===== src/rtl/lsu_pkg.sv =====
// Shared types, funct3 encodings and lane helpers for the load/store unit.
package lsu_pkg;

  localparam int XLEN = 32;

  localparam logic [2:0] F3_B  = 3'b000;
  localparam logic [2:0] F3_H  = 3'b001;
  localparam logic [2:0] F3_W  = 3'b010;
  localparam logic [2:0] F3_BU = 3'b100;
  localparam logic [2:0] F3_HU = 3'b101;

  typedef enum logic [2:0] {
    IDLE,
    LD_RD,
    LD_WAIT,
    ST_WR,
    RMW_RD,
    RMW_MERGE,
    RMW_WR,
    RESP
  } lsu_state_t;

  // Replace the byte or halfword lane selected by offset; the memory has no byte enables.
  function automatic logic [XLEN-1:0] lane_merge(input logic [XLEN-1:0] word,
                                                 input logic [15:0]     lane_data,
                                                 input logic [1:0]      offset,
                                                 input logic [2:0]      funct3);
    logic [XLEN-1:0] merged;
    merged = word;
    if (funct3 == F3_H) merged[{offset[1], 4'b0000} +: 16] = lane_data;
    else                merged[{offset, 3'b000} +: 8]      = lane_data[7:0];
    return merged;
  endfunction

  function automatic logic [XLEN-1:0] load_extend(input logic [XLEN-1:0] word,
                                                  input logic [1:0]      offset,
                                                  input logic [2:0]      funct3);
    logic [7:0]      lane_b;
    logic [15:0]     lane_h;
    logic [XLEN-1:0] result;
    lane_b = word[{offset, 3'b000} +: 8];
    lane_h = word[{offset[1], 4'b0000} +: 16];
    case (funct3)
      F3_B:    result = {{24{lane_b[7]}}, lane_b};
      F3_BU:   result = {24'd0, lane_b};
      F3_H:    result = {{16{lane_h[15]}}, lane_h};
      F3_HU:   result = {16'd0, lane_h};
      default: result = word;
    endcase
    return result;
  endfunction

endpackage


===== src/rtl/lsu_load_align.sv =====
// Combinational load alignment: picks the addressed lane and extends it to a full word.
module lsu_load_align
  import lsu_pkg::*;
(
  input  logic [XLEN-1:0] word,
  input  logic [1:0]      offset,
  input  logic [2:0]      funct3,
  output logic [XLEN-1:0] result
);

  assign result = load_extend(word, offset, funct3);

endmodule


===== src/rtl/load_store_unit.sv =====
// RV32I load/store unit in front of a word-wide, 1-cycle-read data memory.
// Sub-word stores are done as read-modify-write; faults respond without touching memory.
module load_store_unit
  import lsu_pkg::*;
#(
  parameter int DATAWIDTH = 32,
  parameter int ADDRWIDTH = 5
) (
  input  logic                 clk_i,
  input  logic                 rst_i,
  input  logic                 req_valid_i,
  output logic                 req_ready_o,
  input  logic                 req_write_i,
  input  logic [2:0]           funct3_i,
  input  logic [31:0]          addr_i,
  input  logic [DATAWIDTH-1:0] wdata_i,
  output logic                 rsp_valid_o,
  output logic [DATAWIDTH-1:0] rdata_o,
  output logic                 misaligned_o,
  output logic                 illegal_o,
  output logic                 mem_cs_o,
  output logic                 mem_we_o,
  output logic [ADDRWIDTH-1:0] mem_addr_o,
  output logic [DATAWIDTH-1:0] mem_wdata_o,
  input  logic [DATAWIDTH-1:0] mem_rdata_i
);

  lsu_state_t             state_q, state_d;
  logic [2:0]             funct3_q;
  logic [ADDRWIDTH+1:0]   addr_q;
  logic [DATAWIDTH-1:0]   wdata_q, merge_q, rdata_q, load_result;
  logic                   misaligned_q, illegal_q;
  logic                   illegal_req, misaligned_req, accept;
  logic                   cs, we;
  logic [DATAWIDTH-1:0]   wdata_mux;
  logic                   unused_addr_bits;

  // Word addresses wrap: bits above the memory size are intentionally dropped.
  assign unused_addr_bits = ^addr_i[31:ADDRWIDTH+2];

  assign illegal_req = (funct3_i == 3'b011) || (funct3_i == 3'b110) || (funct3_i == 3'b111)
                     || (req_write_i && funct3_i[2]);
  assign misaligned_req = !illegal_req
                        && (((funct3_i[1:0] == 2'b01) && addr_i[0])
                         || ((funct3_i[1:0] == 2'b10) && (addr_i[1:0] != 2'b00)));
  assign accept = req_valid_i && (state_q == IDLE);

  always_ff @(posedge clk_i) begin
    // NOTE: sequential state uses non-blocking assignments so every flop samples pre-edge values.
    if (rst_i) state_q <= IDLE;
    else       state_q <= state_d;
  end

  always_comb begin
    // NOTE: every output of this block gets a default first, so no path can infer a latch.
    state_d     = state_q;
    req_ready_o = 1'b0;
    rsp_valid_o = 1'b0;
    cs          = 1'b0;
    we          = 1'b0;
    wdata_mux   = '0;
    case (state_q)
      IDLE: begin
        req_ready_o = 1'b1;
        if (req_valid_i) begin
          if (illegal_req || misaligned_req) state_d = RESP;
          else if (!req_write_i)              state_d = LD_RD;
          else if (funct3_i[1:0] == 2'b10)    state_d = ST_WR;
          else                                state_d = RMW_RD;
        end
      end
      LD_RD:     begin cs = 1'b1; state_d = LD_WAIT; end
      LD_WAIT:   state_d = RESP;
      ST_WR:     begin cs = 1'b1; we = 1'b1; wdata_mux = wdata_q; state_d = RESP; end
      RMW_RD:    begin cs = 1'b1; state_d = RMW_MERGE; end
      RMW_MERGE: state_d = RMW_WR;
      RMW_WR:    begin cs = 1'b1; we = 1'b1; wdata_mux = merge_q; state_d = RESP; end
      RESP:      begin rsp_valid_o = 1'b1; state_d = IDLE; end
      default:   state_d = IDLE;
    endcase
  end

  lsu_load_align u_load_align (
    .word   (mem_rdata_i),
    .offset (addr_q[1:0]),
    .funct3 (funct3_q),
    .result (load_result)
  );

  always_ff @(posedge clk_i) begin
    // NOTE: only the architecturally visible response registers are reset; request and
    // merge registers are always written before they are read.
    if (rst_i) begin
      rdata_q      <= '0;
      misaligned_q <= 1'b0;
      illegal_q    <= 1'b0;
    end else begin
      if (accept) begin
        funct3_q <= funct3_i;
        addr_q   <= addr_i[ADDRWIDTH+1:0];
        wdata_q  <= wdata_i;
        if (illegal_req || misaligned_req) begin
          rdata_q      <= '0;
          misaligned_q <= misaligned_req;
          illegal_q    <= illegal_req;
        end
      end
      if (state_q == RMW_MERGE)
        merge_q <= lane_merge(mem_rdata_i, wdata_q[15:0], addr_q[1:0], funct3_q);
      if (state_q == LD_WAIT || state_q == ST_WR || state_q == RMW_WR) begin
        rdata_q      <= (state_q == LD_WAIT) ? load_result : '0;
        misaligned_q <= 1'b0;
        illegal_q    <= 1'b0;
      end
    end
  end

  assign rdata_o      = rdata_q;
  assign misaligned_o = misaligned_q;
  assign illegal_o    = illegal_q;

  // Reset must block any memory strobe, including one in the middle of a read-modify-write.
  assign mem_cs_o    = cs && !rst_i;
  assign mem_we_o    = we && !rst_i;
  assign mem_addr_o  = mem_cs_o ? addr_q[ADDRWIDTH+1:2] : '0;
  assign mem_wdata_o = mem_cs_o ? wdata_mux : '0;

endmodule


===== config.mk =====
export PLATFORM = sky130hd
export DESIGN_NAME = load_store_unit
export DESIGN_NICKNAME = d
export VERILOG_FILES = /design/src/rtl/lsu_pkg.sv /design/src/rtl/lsu_load_align.sv /design/src/rtl/load_store_unit.sv
export SDC_FILE = /design/constraint.sdc
export NUM_CORES = 1
export LEC_CHECK = 0
export ABC_CLOCK_PERIOD_IN_PS = 4210
export CAP_MARGIN = 25
export CORE_MARGIN = 2
export CORE_UTILIZATION = 46
export CTS_CLUSTER_DIAMETER = 40
export DETAILED_ROUTE_END_ITERATION = 10
export HOLD_SLACK_MARGIN = 0.03
export PLACE_DENSITY = 0.8
export SYNTH_ARGS = -nofsm -noshare
export SYNTH_HDL_FRONTEND = slang
export SYNTH_SLANG_ARGS = --single-unit

===== constraint.sdc =====
create_clock -name clk_i -period 4.21 [get_ports clk_i]
set_input_delay 0.842 -clock clk_i [delete_from_list [all_inputs] [get_ports clk_i]]
set_output_delay 0.842 -clock clk_i [all_outputs]
set_load 0.02 [all_outputs]

==> out/metrics.csv, run 1 <==
metric,value,unit
drv_slew,0,
r2r-start,funct3_q[1],
critPathSlowestCell,clkdlybuf4s50_1,
grt_pass1_vias,4479,
setup-violations-final,0,
hold_violations,0,
wl_per_cell,20.7,um
max-cap-violations,0,
finalNetCount,723,
start_kind,input pin,
syn_avg_cell_area,11.3,um^2
die_h,113,um
fillers,909,
coreArea,11500,um^2
cp.arrival,2690,ps
hold_buffers,0,
fin_setup_tns,0,ps
io_pins,178,
synth_seq_cells,111,
cp_cell_sequence,clkdlybuf4s50_1 -> nor2_1 -> nand2_1 -> buf_4 -> nor2_1 -> clkdlybuf4s50_1,
hp-start,rdata_o[3],
postCtsResizedCells,0,
dieArea,12700,um^2
drive_above_1_share,0.0872,
via_count,4687,
drt-initial-drc-count,432,
dpl.hpwl,11300,um
synthMostInstantiatedCell,edfxtp_1,
synth_common_cells,"edfxtp_1 (74), nor2_1 (59), dfxtp_1 (37)",
critical_path_required,3370,ps
synth.area.top_cells,"edfxtp_1 (41%), dfxtp_1 (14%), a22oi_1 (4.4%)",
gr-total-overflow,0,
firstDrtPassIters,5,
crit_path_max_fanout,33,
htreeDepth,3,
cts.sinks,111,
fin_crit_sh,0.840,
gp_congestion,0.877,
clk_latency,350,ps
synth_edf_count,74,
path_delay_family,buffers and inverters,
synth_cells,479,
cts_tree,done,
status,finished clean,
yosysSeqAreaShare,0.547,
leakagePower,2.50,nW
rows,39,
hold_path.class,reg2reg,
start_util,0.472,
reg2reg_depth,3,
relSlewSlack,0.338,
rsz0062_at_grt,false,
die_w,113,um
synth-main-ff-cell,edfxtp_1,
clock-root-buffer,clkbuf_16,
netlist_area,5420,um^2
portBuffers,152,
grt_max_degree,49,
grt_pass1_wl,24000,um
area.growth.synth_to_final,35.0,%
hold_path_depth,1,
post-route-util,0.638,
ant_nets,0,
ir_drop,0.000248,V
postCtsSetupBuffers,0,
drc,0,
antenna_found_initial,0,
critPathMaxStageDelay,610,ps
n_antenna_cell,0,
clk_pin_slew_worst_paths,70,ps
yosysWarnings,0,
crit_start,rst_i,
crit_type,in2out,
crit_buf_inv,3,
worstMarginPinSlew,992,ps
worstSetupEndpointType,primary output,
min_period,3540,ps
max_freq,0.283,GHz
clock_path_buffers,2,
cts_inserted_buffers,9,
detail_route.vias_per_cell,6.15,
async_flop_share,0,
synth.distinct_cells,50,
synth_top_area_share,0.410,
power_density,346,nW/um^2
finClkSkew,6.51,ps
netlist.top_cell.by_area,edfxtp_1,
routed_wl,15800,um
track_usage,0.243,
cp.depth,6,
syn_nets,587,
==> stage by stage <==
stage	area [um^2]	hold slack [ps]	worst slack, ps	total power, W	std cells
3_5_place_dp	7060	451	635	0.00178	747
5_1_grt	7310	488	494	0.00261	762
6_report	7310	469	673	0.00253	762
3_3_place_gp	7060	453	673	0.00177	747
4_1_cts	7310	471	638	0.00254	762
2_1_floorplan	5420	542	507	0.00155	479
==> per-layer routing <==
metal,vias up,share of wire,global-route usage
met5,-,0,0
met4,0,0.033,0.110
met1,2279,0.39,0.309
li1,2141,-,-
met3,38,0.076,0.0437
met2,229,0.50,0.405
==> cells in the final DEF (no fill, tap or decap), drive strengths merged, types with 3 or more instances in the layout <==
cell type        n
a21oi           11
a221o           32
a22o            17
a22oi           32
a31oi            4
a32o             7
and2             6
and3             3
buf             12
clkbuf          10
clkdlybuf4s50  152
clkinv           5
dfxtp           37
edfxtp          74
ha               5
inv             29
mux4             8
nand2           12
nand2b          18
nand4            9
nor2            59
nor3            12
nor3b            3
o21ai           10
o221ai           7
o22ai            9
o2bb2ai          8
==> layout make-up <==
cell class	count	area, um^2	area share
repair buffers	164	1610	0.220
flip-flops and latches	111	2960	0.405
well taps	143	179	0.0245
clock inverters	5	26.3	0.00359
multi-input cells	300	2200	0.300
inverters	29	109	0.0149
clock buffers	10	229	0.0313
==> worst register-to-register path, delay by kind of cell (launching register included) <==
| kind | cells | cell delay (ps) |
|---|---|---|
| AOI/OAI and AO/OA | 2 | 980 |
| DFF | 1 | 780 |
| and+or+nand+nor | 1 | 800 |
==> path summary, 6_finish.rpt <==
kind	end	slack, ps
setup / recovery	mem_wdata_o[11]	670
hold / removal	rdata_o[3]	470
setup reg to reg	merge_q[23]	1500
hold reg to reg	rdata_o[3]	470
==> sequential cells by signal, summed over array words and instances (netlist names) <==
register,cells
wdata_q,32
illegal_o,1
addr_q,7
rdata_o,32
misaligned_o,1
merge_q,32
funct3_q,3
state_q,3
==> cell families (layout without fill, tap and decap cells) <==
logic type | count (synthesis) | count (layout) | share of synthesized area
DFF | 111 | 111 | 0.547
muxes | 9 | 9 | 0.0353
adders and majority gates | 5 | 5 | 0.0116
and+or+nand+nor | 136 | 136 | 0.128
xor gates and xnor gates | 2 | 2 | 0.00323
buffers and inverters | 68 | 208 | 0.0506
AOI/OAI and AO/OA | 148 | 148 | 0.225
==> report_power, final <==
| part | internal (W) | switching (W) |
|---|---|---|
| Clock | 0.000394 | 0.000376 |
| Sequential | 0.00123 | 0.0000503 |
| Combinational | 0.000228 | 0.000255 |
| Total | 0.00185 | 0.000681 |
No activity file was read; power rests on OpenSTA's default activity.
==> run 2, diff against run 1 <==
ABC_CLOCK_PERIOD_IN_PS = 3400   (was 4210)
clock period = 3.4 ns   (was 4.21 ns; I/O delays follow)
==> run 2 against run 1 <==
Net effect: sequential share of layout area fell by 0.14 points; non-clock buffer count rose by 2; utilization increased by 0.23 points; highest routed layer unchanged; final cell count grew 0.39%; die area stayed put; clock power is 25% higher; routed wire length increased by 3.0%; via count grew 1.2%; flip-flop and latch count is the same; register-to-register slack got worse by 490 ps; first-iteration DRC count grew 31%.
==> out/metrics.csv, run 2 (same netlist as run 1, synthesis figures left out) <==
metric,value,unit,change
area.growth.synth_to_final,35.5,%,
final_cell_mix,"clkdlybuf4s50_1 (152), edfxtp_1 (74), nor2_1 (56), dfxtp_1 (37), a22oi_1 (32)",,
crit_type,reg2out,,
worstSetupEndpointType,primary output,,
relSlewSlack,0.376,,+0.0382
grt_pass1_wl,25100,um,+4.7%
start_util,0.472,,unchanged
finalNetCount,725,,+0.28%
drt-initial-drc-count,568,,+31%
track_usage,0.256,,+0.0134
fin_crit_sh,0.938,,
rsz0062_at_grt,false,,
critPathSlowestCell,dfxtp_1,,
clk_latency,350,ps,about the same
wl_per_cell,21.2,um,+2.5%
n_antenna_cell,0,,unchanged
finClkSkew,8.87,ps,+2.35 ps
crit_buf_inv,2,,-1
rows,39,,unchanged
start_kind,flip-flop,,
portBuffers,152,,unchanged
io_pins,178,,unchanged
clk_pin_slew_worst_paths,70,ps,about the same
critPathMaxStageDelay,620,ps,about the same
hold_path.class,reg2reg,,
gp_congestion,0.888,,+1.2%
worstMarginPinSlew,929,ps,-63.3 ps
postCtsSetupBuffers,0,,unchanged
die_h,113,um,unchanged
grt_pass1_vias,4638,,+3.5%
cp.arrival,2510,ps,-180 ps
grt_max_degree,48,,-2.0%
power_density,429,nW/um^2,+24%
ant_nets,0,,unchanged
firstDrtPassIters,6,,+1
path_delay_family,buffers and inverters,,
ir_drop,0.000360,V,+45%
drive_above_1_share,0.0932,,+0.00601
setup-violations-final,0,,unchanged
dp.cells,749,,+0.27%
detail_route.vias_per_cell,6.20,,+0.82%
min_period,3190,ps,
timing.hold.ws,474,ps,+4.81 ps
drv_slew,0,,unchanged
dieArea,12700,um^2,unchanged
layout_setup_ws,210,ps,-463 ps
critical_path_required,2720,ps,-650 ps
htreeDepth,3,,unchanged
final_cells,765,,+0.39%
postCtsResizedCells,0,,unchanged
cts_inserted_buffers,9,,unchanged
hold_buffers,0,,unchanged
via_count,4744,,+1.2%
dpl.hpwl,11300,um,+0.69%
max_freq,0.313,GHz,
cts_tree,done,,
clock_path_buffers,2,,unchanged
pre_cts_ws,312,ps,-323 ps
leakagePower,2.51,nW,+0.44%
coreArea,11500,um^2,unchanged
gr-total-overflow,0,,unchanged
hold_violations,0,,unchanged
cts.sinks,111,,unchanged
layout_commonest_cell,clkdlybuf4s50_1,,
crit_path_max_fanout,32,,-3.0%
fin_setup_tns,0,ps,unchanged
drc,0,,unchanged
cp_cell_sequence,nand2b_1 -> nor2_2 -> buf_4 -> a22oi_1 -> nor2_1 -> clkdlybuf4s50_1,,
clock-root-buffer,clkbuf_16,,
routed_wl,16300,um,+3.0%
status,finished clean,,
antenna_found_initial,0,,unchanged
max-cap-violations,0,,unchanged
die_w,113,um,unchanged
## run 2: changes by cell type in the layout (fill, tap and decap cells not counted), sizes merged
cell	delta
clkbuf	+1
buf	+2
clkinv	-1
clkinvlp	+1
## run 2: where the power goes
part / internal, W / switching [W] / total, W
combinational: 0.000286 / 0.000330 / 0.000616
sequential: 0.00152 / 0.0000546 / 0.00157
clock: 0.000493 / 0.000466 / 0.000959
total: 0.00230 / 0.000851 / 0.00315
## run 2: final timing paths
check | from | to | slack (ps) | cells past startpoint
min reg2reg | rdata_o[1] | rdata_o[1] | 470 | 1
max reg2reg | addr_q[1] | merge_q[23] | 1010 | 5
max | state_q[1] | mem_wdata_o[7] | 210 | 6
min | rdata_o[1] | rdata_o[1] | 470 | 1
## run 2: final cells by class
type | instances | area, um^2
timing repair buffer | 166 | 1630
tap | 143 | 179
clock buffer | 11 | 233
multi-input combinational | 300 | 2200
sequential | 111 | 2960
clock inverter | 5 | 27.5
inverter | 29 | 109
fill | 886 | 4130
## run 2: per-stage QoR
| step | cell area, um^2 | power, W | util |
|---|---|---|---|
| floorplan | 5420 | 0.00192 | - |
| global placement | 7080 | 0.00219 | 0.617 |
| detailed placement | 7080 | 0.00221 | 0.617 |
| global route | 7340 | 0.00325 | 0.640 |
| finish | 7340 | 0.00315 | 0.640 |
| CTS | 7340 | 0.00316 | 0.640 |
## run 2: worst reg2reg max path, delay by kind of cell (launching register included)
kind	cells	cell delay, ps
adders and majority gates	1	260
AOI/OAI and AO/OA	2	750
DFF	1	340
and+or+nand+nor	1	770
buffers and inverters	1	130
## run 2: layer usage
layer,up-vias,GRT usage,wire [um]
li1,2147,-,-
met4,0,0.0976,546
met2,257,0.429,8170
met5,-,0,0
met3,47,0.0724,1290
met1,2293,0.316,6250
==> run 3, diff against run 2 <==
--- a/constraint.sdc
+++ b/constraint.sdc
@@ -3,2 +3,2 @@
 set_output_delay 0.68 -clock clk_i [all_outputs]
-set_load 0.02 [all_outputs]
+set_load 0.05 [all_outputs]
==> run 3 against run 2 <==
Net effect: combinational power up 19%; critical path depth is the same; clock skew shrank 2.0 ps; routed wire length decreased by 1.4%; worst setup slack improved by 310 ps; hold slack got worse by 2.4 ps; flip-flop and latch count did not move; global-route usage down 0.069 points.
==> out/metrics.csv, run 3 (same netlist as run 1, synthesis figures left out) <==
metric,value,unit,change
critPathMaxStageDelay,440,ps,-180 ps
min_period,2880,ps,-312 ps
routed_wl,16000,um,-1.4%
reg2reg_depth,4,,-1
gr-total-overflow,0,,unchanged
final_cells,764,,-0.13%
clock_path_buffers,2,,unchanged
dpl.hpwl,11300,um,-0.48%
cp_cell_sequence,clkdlybuf4s50_1 -> nor2_2 -> nand2_1 -> buf_4 -> nor2_1 -> buf_12,,
r2r_slack,1000,ps,about the same
cts.sinks,111,,unchanged
worstSetupEndpointType,primary output,,
postCtsResizedCells,0,,unchanged
drive_above_1_share,0.158,,+0.0646
clock-root-buffer,clkbuf_16,,
fin_setup_tns,0,ps,unchanged
finalNetCount,724,,-0.14%
htreeDepth,3,,unchanged
cp.arrival,2200,ps,-310 ps
start_util,0.472,,unchanged
via_count,4785,,+0.86%
regToRegEndpoint,merge_q[0],,
start_kind,input pin,,
crit_buf_inv,3,,+1
ant_nets,0,,unchanged
hold_violations,0,,unchanged
power_density,441,nW/um^2,+2.8%
r2r-start,funct3_q[0],,
firstDrtPassIters,5,,-1
grt_pass1_wl,25100,um,about the same
crit_type,in2out,,
gp_congestion,0.876,,-1.3%
antenna_found_initial,0,,unchanged
clk_pin_slew_worst_paths,70,ps,about the same
wl_per_cell,21.0,um,-1.2%
drv_slew,0,,unchanged
rsz0062_at_grt,false,,
finClkSkew,6.84,ps,-2.03 ps
hold_path.class,reg2reg,,
hold_buffers,0,,unchanged
detail_route.vias_per_cell,6.26,,+1.0%
io_pins,178,,unchanged
track_usage,0.255,,-0.000687
worstMarginPinSlew,924,ps,-5.35 ps
die_h,113,um,unchanged
fin_crit_sh,0.846,,-0.0917
relSlewSlack,0.379,,+0.00360
grt_max_degree,48,,unchanged
crit_path_max_fanout,33,,+3.1%
cp.depth,6,,unchanged
coreArea,11500,um^2,unchanged
setup-violations-final,0,,unchanged
cts_inserted_buffers,9,,unchanged
drt-initial-drc-count,497,,-13%
clk_latency,360,ps,about the same
path_delay_family,buffers and inverters,,
dieArea,12700,um^2,unchanged
status,finished clean,,
postCtsSetupBuffers,0,,unchanged
cts_tree,done,,
die_w,113,um,unchanged
leakagePower,2.71,nW,+7.6%
dp.cells,748,,-0.13%
ir_drop,0.000263,V,-27%
area.growth.synth_to_final,43.5,%,
n_antenna_cell,0,,unchanged
fillers,844,,-4.7%
grt_pass1_vias,4551,,-1.9%
portBuffers,152,,unchanged
final_cell_mix,"clkdlybuf4s50_1 (113), edfxtp_1 (74), nor2_1 (55), buf_12 (38), dfxtp_1 (37)",,
drc,0,,unchanged
max-cap-violations,0,,unchanged
max_freq,0.347,GHz,+11%
layout_commonest_cell,clkdlybuf4s50_1,,
critical_path_required,2720,ps,about the same
critPathSlowestCell,clkdlybuf4s50_1,,
crit_end,mem_wdata_o[9],,
rows,39,,unchanged
crit_start,rst_i,,
==> run 3: how the worst min path moves through the flow <==
stage	start	to	slack, ps	cells past startpoint
floorplan	state_q[1]	illegal_o	550	2
global placement	rdata_o[3]	rdata_o[3]	450	1
detailed placement	rdata_o[2]	rdata_o[2]	450	1
CTS	rdata_o[2]	rdata_o[2]	470	1
global route	rdata_o[2]	rdata_o[2]	490	1
finish	rdata_o[2]	rdata_o[2]	470	1
==> run 3: per-stage QoR <==
stage / total power (W) / setup slack [ps] / area, um^2 / utilization / hold WS (ps)
finish: 0.00343 / 522 / 7770 / 0.678 / 471
detailed placement: 0.00233 / 504 / 7460 / 0.650 / 453
CTS: 0.00344 / 515 / 7770 / 0.678 / 468
global placement: 0.00232 / 553 / 7460 / 0.650 / 450
floorplan: 0.00202 / 206 / 5430 / - / 551
global route: 0.00354 / 444 / 7770 / 0.678 / 486
==> run 3: report_power, final <==
group	leakage, nW	internal (W)	switching, W
logic	1.59	0.000304	0.000429
clock network	0.143	0.000639	0.000479
registers	0.976	0.00152	0.0000560
total	2.71	0.00246	0.000964
==> run 3: layer usage <==
layer  GRT usage  wire, um  up-vias
li1            -         -     2151
met1       0.338      6390     2363
met2       0.422      8140      233
met3      0.0389      1050       38
met4       0.105       460        0
met5           0         0        -
==> run 3: area by class of cell <==
| class | count | area [um^2] | share of cell area |
|---|---|---|---|
| tap | 143 | 179 | 0.0230 |
| clock inverter | 7 | 87.6 | 0.0113 |
| timing repair buffer | 165 | 2000 | 0.257 |
| sequential | 111 | 2960 | 0.381 |
| clock buffer | 9 | 225 | 0.0290 |
| inverter | 29 | 109 | 0.0140 |
| multi-input combinational | 300 | 2210 | 0.284 |
